## config.mk

```make
export PLATFORM = sky130hd
export DESIGN_NAME = uart_rx_os
export DESIGN_NICKNAME = d
export VERILOG_FILES = /design/src/rtl/uart_rx_os.sv
export SDC_FILE = /design/constraint.sdc
export NUM_CORES = 1
export LEC_CHECK = 0
export ABC_AREA = 1
export BUFFER_PORTS_ARGS = -buffer_cell sky130_fd_sc_hd__buf_2
export CORE_MARGIN = 1
export CORE_UTILIZATION = 30
export DETAILED_ROUTE_END_ITERATION = 10
export PLACE_DENSITY_LB_ADDON = 0.3
export SYNTH_ARGS = -nofsm -noshare
export SYNTH_HDL_FRONTEND = slang
export SYNTH_SLANG_ARGS = --single-unit
```

## constraint.sdc

```tcl
create_clock -name clk -period 3.2 [get_ports clk]
set_clock_uncertainty 0.15 [all_clocks]
set_input_delay 0.16 -clock clk [delete_from_list [all_inputs] [get_ports clk]]
set_output_delay 0.16 -clock clk [all_outputs]
set_load 0.005 [all_outputs]
```

## src/rtl/uart_rx_os.sv

```systemverilog
// uart_rx_os: oversampling UART receiver (8 data bits, LSB first, 1 stop bit).
// Samples the synchronized rx line OVERSAMPLE times per bit, validates the start
// bit at its centre and samples each following bit at its centre.
// Optional feature macro: UART_RX_PARITY_EN adds an even-parity bit and parity_err.
module uart_rx_os #(
    parameter int CLK_FREQ   = 1000000,
    parameter int BAUD       = 9600,
    parameter int OVERSAMPLE = 16
) (
    input  logic       clk,
    input  logic       rst,
    input  logic       rx,
    output logic [7:0] doutrx,
    output logic       donerx,
    output logic       frame_err,
`ifdef UART_RX_PARITY_EN
    output logic       parity_err,
`endif
    output logic       busy
);

    localparam int DIV_RAW = CLK_FREQ / (BAUD * OVERSAMPLE);
    localparam int DIV     = (DIV_RAW < 1) ? 1 : DIV_RAW;
    localparam int DW      = (DIV > 1) ? $clog2(DIV) : 1;
    localparam int SCW     = $clog2(OVERSAMPLE);
    localparam logic [DW-1:0]  DIV_LAST = DW'(DIV - 1);
    localparam logic [SCW-1:0] SC_HALF  = SCW'(OVERSAMPLE / 2 - 1);
    localparam logic [SCW-1:0] SC_LAST  = SCW'(OVERSAMPLE - 1);

`ifdef UART_RX_PARITY_EN
    typedef enum logic [2:0] {IDLE, START, DATA, PARITY, STOP, WAIT_IDLE} state_t;
`else
    typedef enum logic [2:0] {IDLE, START, DATA, STOP, WAIT_IDLE} state_t;
`endif

    state_t         state, state_n;
    logic           rx_meta, rs;
    logic [DW-1:0]  div_cnt;
    logic           tick;
    logic           div_restart;
    logic [SCW-1:0] sc, sc_n;
    logic [2:0]     bit_cnt, bit_cnt_n;
    logic [7:0]     shreg, shreg_n;
    logic [7:0]     dout_n;
    logic           done_n, ferr_n;
`ifdef UART_RX_PARITY_EN
    logic           par_bit, par_bit_n;
    logic           perr_n;
`endif

    assign tick = (div_cnt == DIV_LAST);
    assign busy = (state != IDLE) && (state != START);

    // Two-flop synchronizer; both stages idle high so reset looks like an idle line
    always_ff @(posedge clk) begin
        if (!rst) begin
            rx_meta <= 1'b1;
            rs      <= 1'b1;
        end else begin
            rx_meta <= rx;
            rs      <= rx_meta;
        end
    end

    // Oversample tick divider, realigned to the start edge so ticks are phase-locked to the frame
    always_ff @(posedge clk) begin
        if (!rst) begin
            div_cnt <= '0;
        end else if (div_restart || tick) begin
            div_cnt <= '0;
        end else begin
            div_cnt <= div_cnt + DW'(1);
        end
    end

    // State, counters, shift register and output strobes
    always_ff @(posedge clk) begin
        if (!rst) begin
            state     <= IDLE;
            sc        <= '0;
            bit_cnt   <= '0;
            shreg     <= '0;
            doutrx    <= 8'h00;
            donerx    <= 1'b0;
            frame_err <= 1'b0;
`ifdef UART_RX_PARITY_EN
            par_bit    <= 1'b0;
            parity_err <= 1'b0;
`endif
        end else begin
            state     <= state_n;
            sc        <= sc_n;
            bit_cnt   <= bit_cnt_n;
            shreg     <= shreg_n;
            doutrx    <= dout_n;
            donerx    <= done_n;
            frame_err <= ferr_n;
`ifdef UART_RX_PARITY_EN
            par_bit    <= par_bit_n;
            parity_err <= perr_n;
`endif
        end
    end

    // Next-state logic: every sampling decision is taken at a bit centre on a tick
    always_comb begin
        state_n     = state;
        sc_n        = sc;
        bit_cnt_n   = bit_cnt;
        shreg_n     = shreg;
        dout_n      = doutrx;
        done_n      = 1'b0;
        ferr_n      = 1'b0;
        div_restart = 1'b0;
`ifdef UART_RX_PARITY_EN
        par_bit_n   = par_bit;
        perr_n      = 1'b0;
`endif
        case (state)
            IDLE: begin
                if (!rs) begin
                    state_n     = START;
                    sc_n        = '0;
                    div_restart = 1'b1;
                end
            end
            START: begin
                if (tick) begin
                    if (sc == SC_HALF) begin
                        sc_n = '0;
                        if (!rs) begin
                            state_n   = DATA;
                            bit_cnt_n = '0;
                        end else begin
                            state_n = IDLE;
                        end
                    end else begin
                        sc_n = sc + SCW'(1);
                    end
                end
            end
            DATA: begin
                if (tick) begin
                    if (sc == SC_LAST) begin
                        sc_n      = '0;
                        shreg_n   = {rs, shreg[7:1]};
                        bit_cnt_n = bit_cnt + 3'd1;
                        if (bit_cnt == 3'd7) begin
`ifdef UART_RX_PARITY_EN
                            state_n = PARITY;
`else
                            state_n = STOP;
`endif
                        end
                    end else begin
                        sc_n = sc + SCW'(1);
                    end
                end
            end
`ifdef UART_RX_PARITY_EN
            PARITY: begin
                if (tick) begin
                    if (sc == SC_LAST) begin
                        sc_n      = '0;
                        par_bit_n = rs;
                        state_n   = STOP;
                    end else begin
                        sc_n = sc + SCW'(1);
                    end
                end
            end
`endif
            STOP: begin
                if (tick) begin
                    if (sc == SC_LAST) begin
                        sc_n = '0;
                        if (rs) begin
                            dout_n  = shreg;
                            done_n  = 1'b1;
                            state_n = IDLE;
`ifdef UART_RX_PARITY_EN
                            perr_n  = ^{shreg, par_bit};
`endif
                        end else begin
                            ferr_n  = 1'b1;
                            state_n = WAIT_IDLE;
                        end
                    end else begin
                        sc_n = sc + SCW'(1);
                    end
                end
            end
            WAIT_IDLE: begin
                if (rs) begin
                    state_n = IDLE;
                end
            end
            default: begin
                state_n = IDLE;
            end
        endcase
    end

endmodule

```

======== After elaboration in Yosys (flattened, before gate mapping) ========
Index checks and enable logic that the tools add are counted.
cells by class
  $add $sub $neg .......................... 3
  eq/ne operators ......................... 20
  muxes and demuxes ....................... 27
  bitwise operators ....................... 1
  reduce and logical (&&, ||, !) cells .... 14
operator list
  operator                                       count
  two-way mux 3 bit                              15
  two-way mux 4 bit                              5
  != test 2 bit, second input constant           10
  case mux 3 bit (5 select lines)                1
  case mux 4 bit (3 select lines)                1
  AND reduction 4 bit                            3
  == test 3 bit, second input constant           3
  AND reduction 9 bit                            1
  adder 3 x 1 -> 3 bit, second input constant    2
  == test 3 x 2 -> 1 bit, second input constant  2
  case mux 3 bit (2 select lines)                1
  AND reduction 6 bit                            1
  nonzero test 3 bit                             2
  adder 4 x 1 -> 4 bit, second input constant    1
  == test 4 x 3 -> 1 bit, second input constant  1
  == test 4 bit, second input constant           1
  OR reduction 2 bit                             2
  == test 3 x 1 -> 1 bit, second input constant  1
  zero test 3 bit                                1
  two-way mux 1 bit                              3
  != test 3 x 1 -> 1 bit, second input constant  1
  AND reduction 3 bit                            1
  two-way mux 2 bit                              1
  != test 2 x 1 -> 1 bit, second input constant  1
  4 further kinds                                4
storage, ports and cells
  register bits ........................... 33
  input bits .............................. 3
  output and inout port bits .............. 11
  word-level logic and storage cells ...... 75

======== Longest topological paths before layout ========
  depth in word-level cells ............... 5
  mapped depth ............................ 10
  depth with buffers taken out ............ 10

======== Least setup slack after synthesis ========
OpenSTA, ideal clock, no wires.
  kind .................................... register to register
  from .................................... register sc[0]
  to ...................................... register doutrx[3]
  setup time .............................. 66 ps
  data arrival time ....................... 1316 ps
  data required time ...................... 2984 ps
  setup slack ............................. 1668 ps
  stages on the path, launching flop included .. 9
  path buffers ............................ 1
  clock period less this slack ............ 1532 ps
  path through ............................ dfxtp_1 -> ha_1 -> nand2_2 -> nor2_2 -> nand2_1 -> nor3_4 -> buf_6 -> o21ai_2 -> a21oi_2
on the way
  longest elaborated chain between the ends .. 2
RTL lines
  item                           line  source
  from (decl)                    41    logic [SCW-1:0] sc, sc_n;
  from (signal assigned)         92    sc <= sc_n;
  == test 4 bit                  175   if (sc == SC_LAST) begin
  AND reduction 4 bit (no line)  n/a
  to (signal assigned)           95    doutrx <= dout_n;
  to (decl)                      13    output logic [7:0] doutrx,
Every way passes these cells.
A chain may end at the register's enable or synchronous reset.

======== Worst setup path after layout ========
  from .................................... register sc[0]
  to ...................................... register doutrx[6]
The elaborated chain is that of the path after synthesis.

==> impl.org <==
** Run status
- The flow ran to the end, and the final reports show no timing, DRC or antenna violations.

** Clocking
- After clock tree synthesis, the flow added hold-fix buffers numbering 1.
- TritonCTS built the clock tree.
- Counting along the longest clock path gives a buffer depth of 2.
- Clock network latency to the later pin of the worst-skew pair :: 0.28 ns
- The H-tree generated during clock tree synthesis spans 2 levels.
- Clock-pin slew was measured on the worst setup and hold paths at around 0.07 ns.
- Buffer count from post-CTS setup fixing :: 0
- In this run the clock root is driven by a clkbuf_8.
- The tree built by TritonCTS fans out to 33 sinks.
- Inserted Clock Buffers :: 5
- Post-CTS repair changed the size of 0 cells.

** Hold path
- The path class of the tightest hold or removal check is input pin to flip-flop.
- The worst hold path begins at rst.
- The worst hold path passes through 3 cells.

** Timing
- Period Utilization, post-route :: 0.614
- Max-slew violations :: 0
- F_max :: 509 MHz
- Once routing completed, OpenROAD measured the worst setup slack at 1.23 ns.
- Setup repair after global routing left no endpoint under its margin.
- Transition time at the pin with the least slew margin :: 0.591 ns
- The routed design could run at a clock period as short as just under 2 ns.
- Total Negative Setup Slacks :: 0 ns
- Endpoints failing hold :: 0
- Final Setup Violations :: 0
- In this run the tightest slew margin relative to its limit is 0.601.

** Floorplanning
- For this design the top-level I/O count stands at 14.
- Die Outline Area :: 0.00524 mm^2
- Die outline height :: 72.4 um
- Chip Width :: 72.4 um
- Core outline area :: 0.00475 mm^2
- Row count :: 25
- The initial utilization of the core area, before any placement, comes to 0.313.

** Finish
- Count of antenna diodes in the layout :: 0
- In the final layout, the share of cells above drive strength 1 is 0.227.
- The area growth from synthesis to layout is 15.4%.
- The top cell types in the final layout, fill and taps aside, are dfxtp_1 (33), nor2_1 (27), nand2_1 (21), inv_1 (19), a21oi_1 (17).
- For this run, the post-layout net count is 214.
- The filler cells instantiated in the layout total 518.
- Leaving out fill and tap cells, the most frequent cell in the layout is dfxtp_1.

** Power
- In this run the power spent charging and discharging nets is 418 uW.
- For this design the static power due to leakage is 0.000753 uW.
- Of the total power, the share spent switching nets is 0.357.
- Internal power :: approximately 750 uW
- Of the total power, the clock network draws 0.292.
- Part of the power in registers :: 0.410
- Combinational fraction of design power :: 0.299
- IR analysis of the VDD net gives a maximum drop of 0.000250 V.
- For this design the ratio of total power to cell area is around 680 mW/mm^2.

** Synth
- Synthesis produced approximately 190 cells.
- After synthesis, the mean cell area works out to slightly below 8 um^2.
- The synthesized netlist occupies a cell area of 0.00149 mm^2.
- Of the synthesized area, sequential elements account for 0.444.
- Synthesis produced a netlist with a net count of 197.
- Number of warning messages in the yosys log :: 0
- Count of unique library cells instantiated by Yosys :: 28
- Flip-flop and latch count after synthesis :: 33

** Job
- Maxcap violations :: 0

** Worst setup path
- Endpoint type of the worst setup path :: flip-flop
- Counting buffers and inverters, the worst setup path is 8 cells deep.
- Cell type group with the largest total delay on the critical path :: simple AND/OR/NAND/NOR gates
- The largest single stage delay on the critical path is 0.48 ns.
- The largest individual stage delay along the critical path comes from the cell nor3_4.
- Critical path, cell by cell :: ha_1, nand2_2, nor2_2, nand2_1, nor3_4, inv_1, nor2_1, nor2_1
- Worst Path Required :: 3.22 ns
- Counting stages on the worst path, the most repeated cell is nor2_1.
- Critical path start-end classification :: flip-flop to flip-flop
- The worst register-to-register path begins at sc[0].
- Worst reg-to-reg path cell count :: 8
- Worst setup path startpoint :: sc[0]
- Buffer and inverter count on the worst path :: 1
- In this run the worst path has a maximum fanout of 15.
- The worst setup path is launched from a flip-flop.
- Data on the critical path arrives at its endpoint at around 2.0 ns.

** Global route
- In the global route stage, overall resource usage came out at 0.127.
- Number of global-route vias before repair :: approximately 1,200
- Maximum number of pins on one net before global-route repair :: 24
- The first global-routing pass estimated 5.11 mm of wire.
- Antenna violations before repair :: 0
- For this run the aggregate overflow at the end of global routing stands at 0.

** Route
- Total via count in the routed design :: 1,199
- The routed design has 2.78 mm of wire.
- The first detailed-routing pass took 4 iterations.
- Remaining DRCs :: 0
- The detail route stage leaves a number of antenna-violating nets equal to 0.
- Iteration-0 DRC Markers :: 92
- Routed length per instance :: 10.1 um
- Via density :: between 4 and 5

** Place
- Placement Setup Slack :: between 1 and 1.5 ns
- The count of buffers added on input and output ports is 13.
- Routability-driven placement finished with a final weighted congestion of between 0.8 and 0.9.
- HPWL after detailed placement :: 2.01 mm
==> power by group through the flow <==
stage	logic (uW)	registers, uW	clock network (uW)
2_1_floorplan	279	479	0
3_3_place_gp	349	488	0
3_5_place_dp	346	489	0
4_1_cts	351	479	353
5_1_grt	409	485	374
6_report	349	479	341
==> registers in the layout (all words and copies together) (netlist names), 3 cells and up <==
signal	flops
doutrx	8
shreg	8
sc	4
bit_cnt	3
div_cnt	3
state	3
==> cell type report <==
| cell class | count | area (um^2) | share of cell area |
|---|---|---|---|
| multi-input cells | 127 | 701 | 0.408 |
| inverters | 25 | 93.8 | 0.0547 |
| flip-flops and latches | 33 | 661 | 0.385 |
| clock buffers | 7 | 96.3 | 0.0562 |
| well taps | 67 | 83.8 | 0.0489 |
| repair buffers | 14 | 75.1 | 0.0438 |
| clock inverters | 1 | 5.00 | 0.00292 |
==> path summary, 6_finish.rpt <==
kind	endpoint	slack, ns
max reg2reg	doutrx[6]	1.23
min	state[1]	0.15
max	doutrx[6]	1.23
min reg2reg	rs	0.27
==> synth_stat cells, drive strengths merged <==
master	instances	area [um^2]
nor2	31	126
nor3	2	21.3
nor4	1	6.26
dfxtp	33	661
nand3	16	108
buf	3	27.5
xor2	1	8.76
a21oi	19	103
o21bai	2	15.0
nand4	2	12.5
or2	2	12.5
clkbuf	1	3.75
o311ai	1	8.76
ha	5	62.6
nand2	26	110
xnor2	1	8.76
inv	25	93.8
o21ai	18	97.6
==> kinds of logic after synthesis <==
group,Yosys count,share of synthesized area
AOI/OAI and AO/OA,40,0.151
and+or+nand+nor,80,0.267
DFF,33,0.444
adders and majority gates,5,0.0421
buffers and inverters,29,0.0842
xor gates and xnor gates,2,0.0118
==> metrics by stage <==
step / utilization / hold WS (ns) / cells / total power (uW) / area, um^2
6_report: 0.361 / 0.150 / 274 / 1170 / 1720
5_1_grt: 0.361 / 0.180 / 274 / 1270 / 1720
4_1_cts: 0.361 / 0.151 / 274 / 1180 / 1720
3_5_place_dp: 0.337 / 0.201 / 265 / 834 / 1600
3_3_place_gp: 0.337 / 0.195 / 265 / 836 / 1600
2_1_floorplan: - / 0.117 / 189 / 758 / 1490
==> routing by layer <==
layer  vias up  global-route usage  share of wire
li1        648                   -              -
met1       521               0.148           0.48
met2        22               0.202           0.45
met3         8              0.0403          0.042
met4         0              0.0806          0.028
met5         -                   0              0
==> worst min-delay path, cell delays in order <==
cell	delay, ns
buf_2	0.23
nand2_1	0.11
nor2_1	0.03
(Power assumes the default switching activity.)
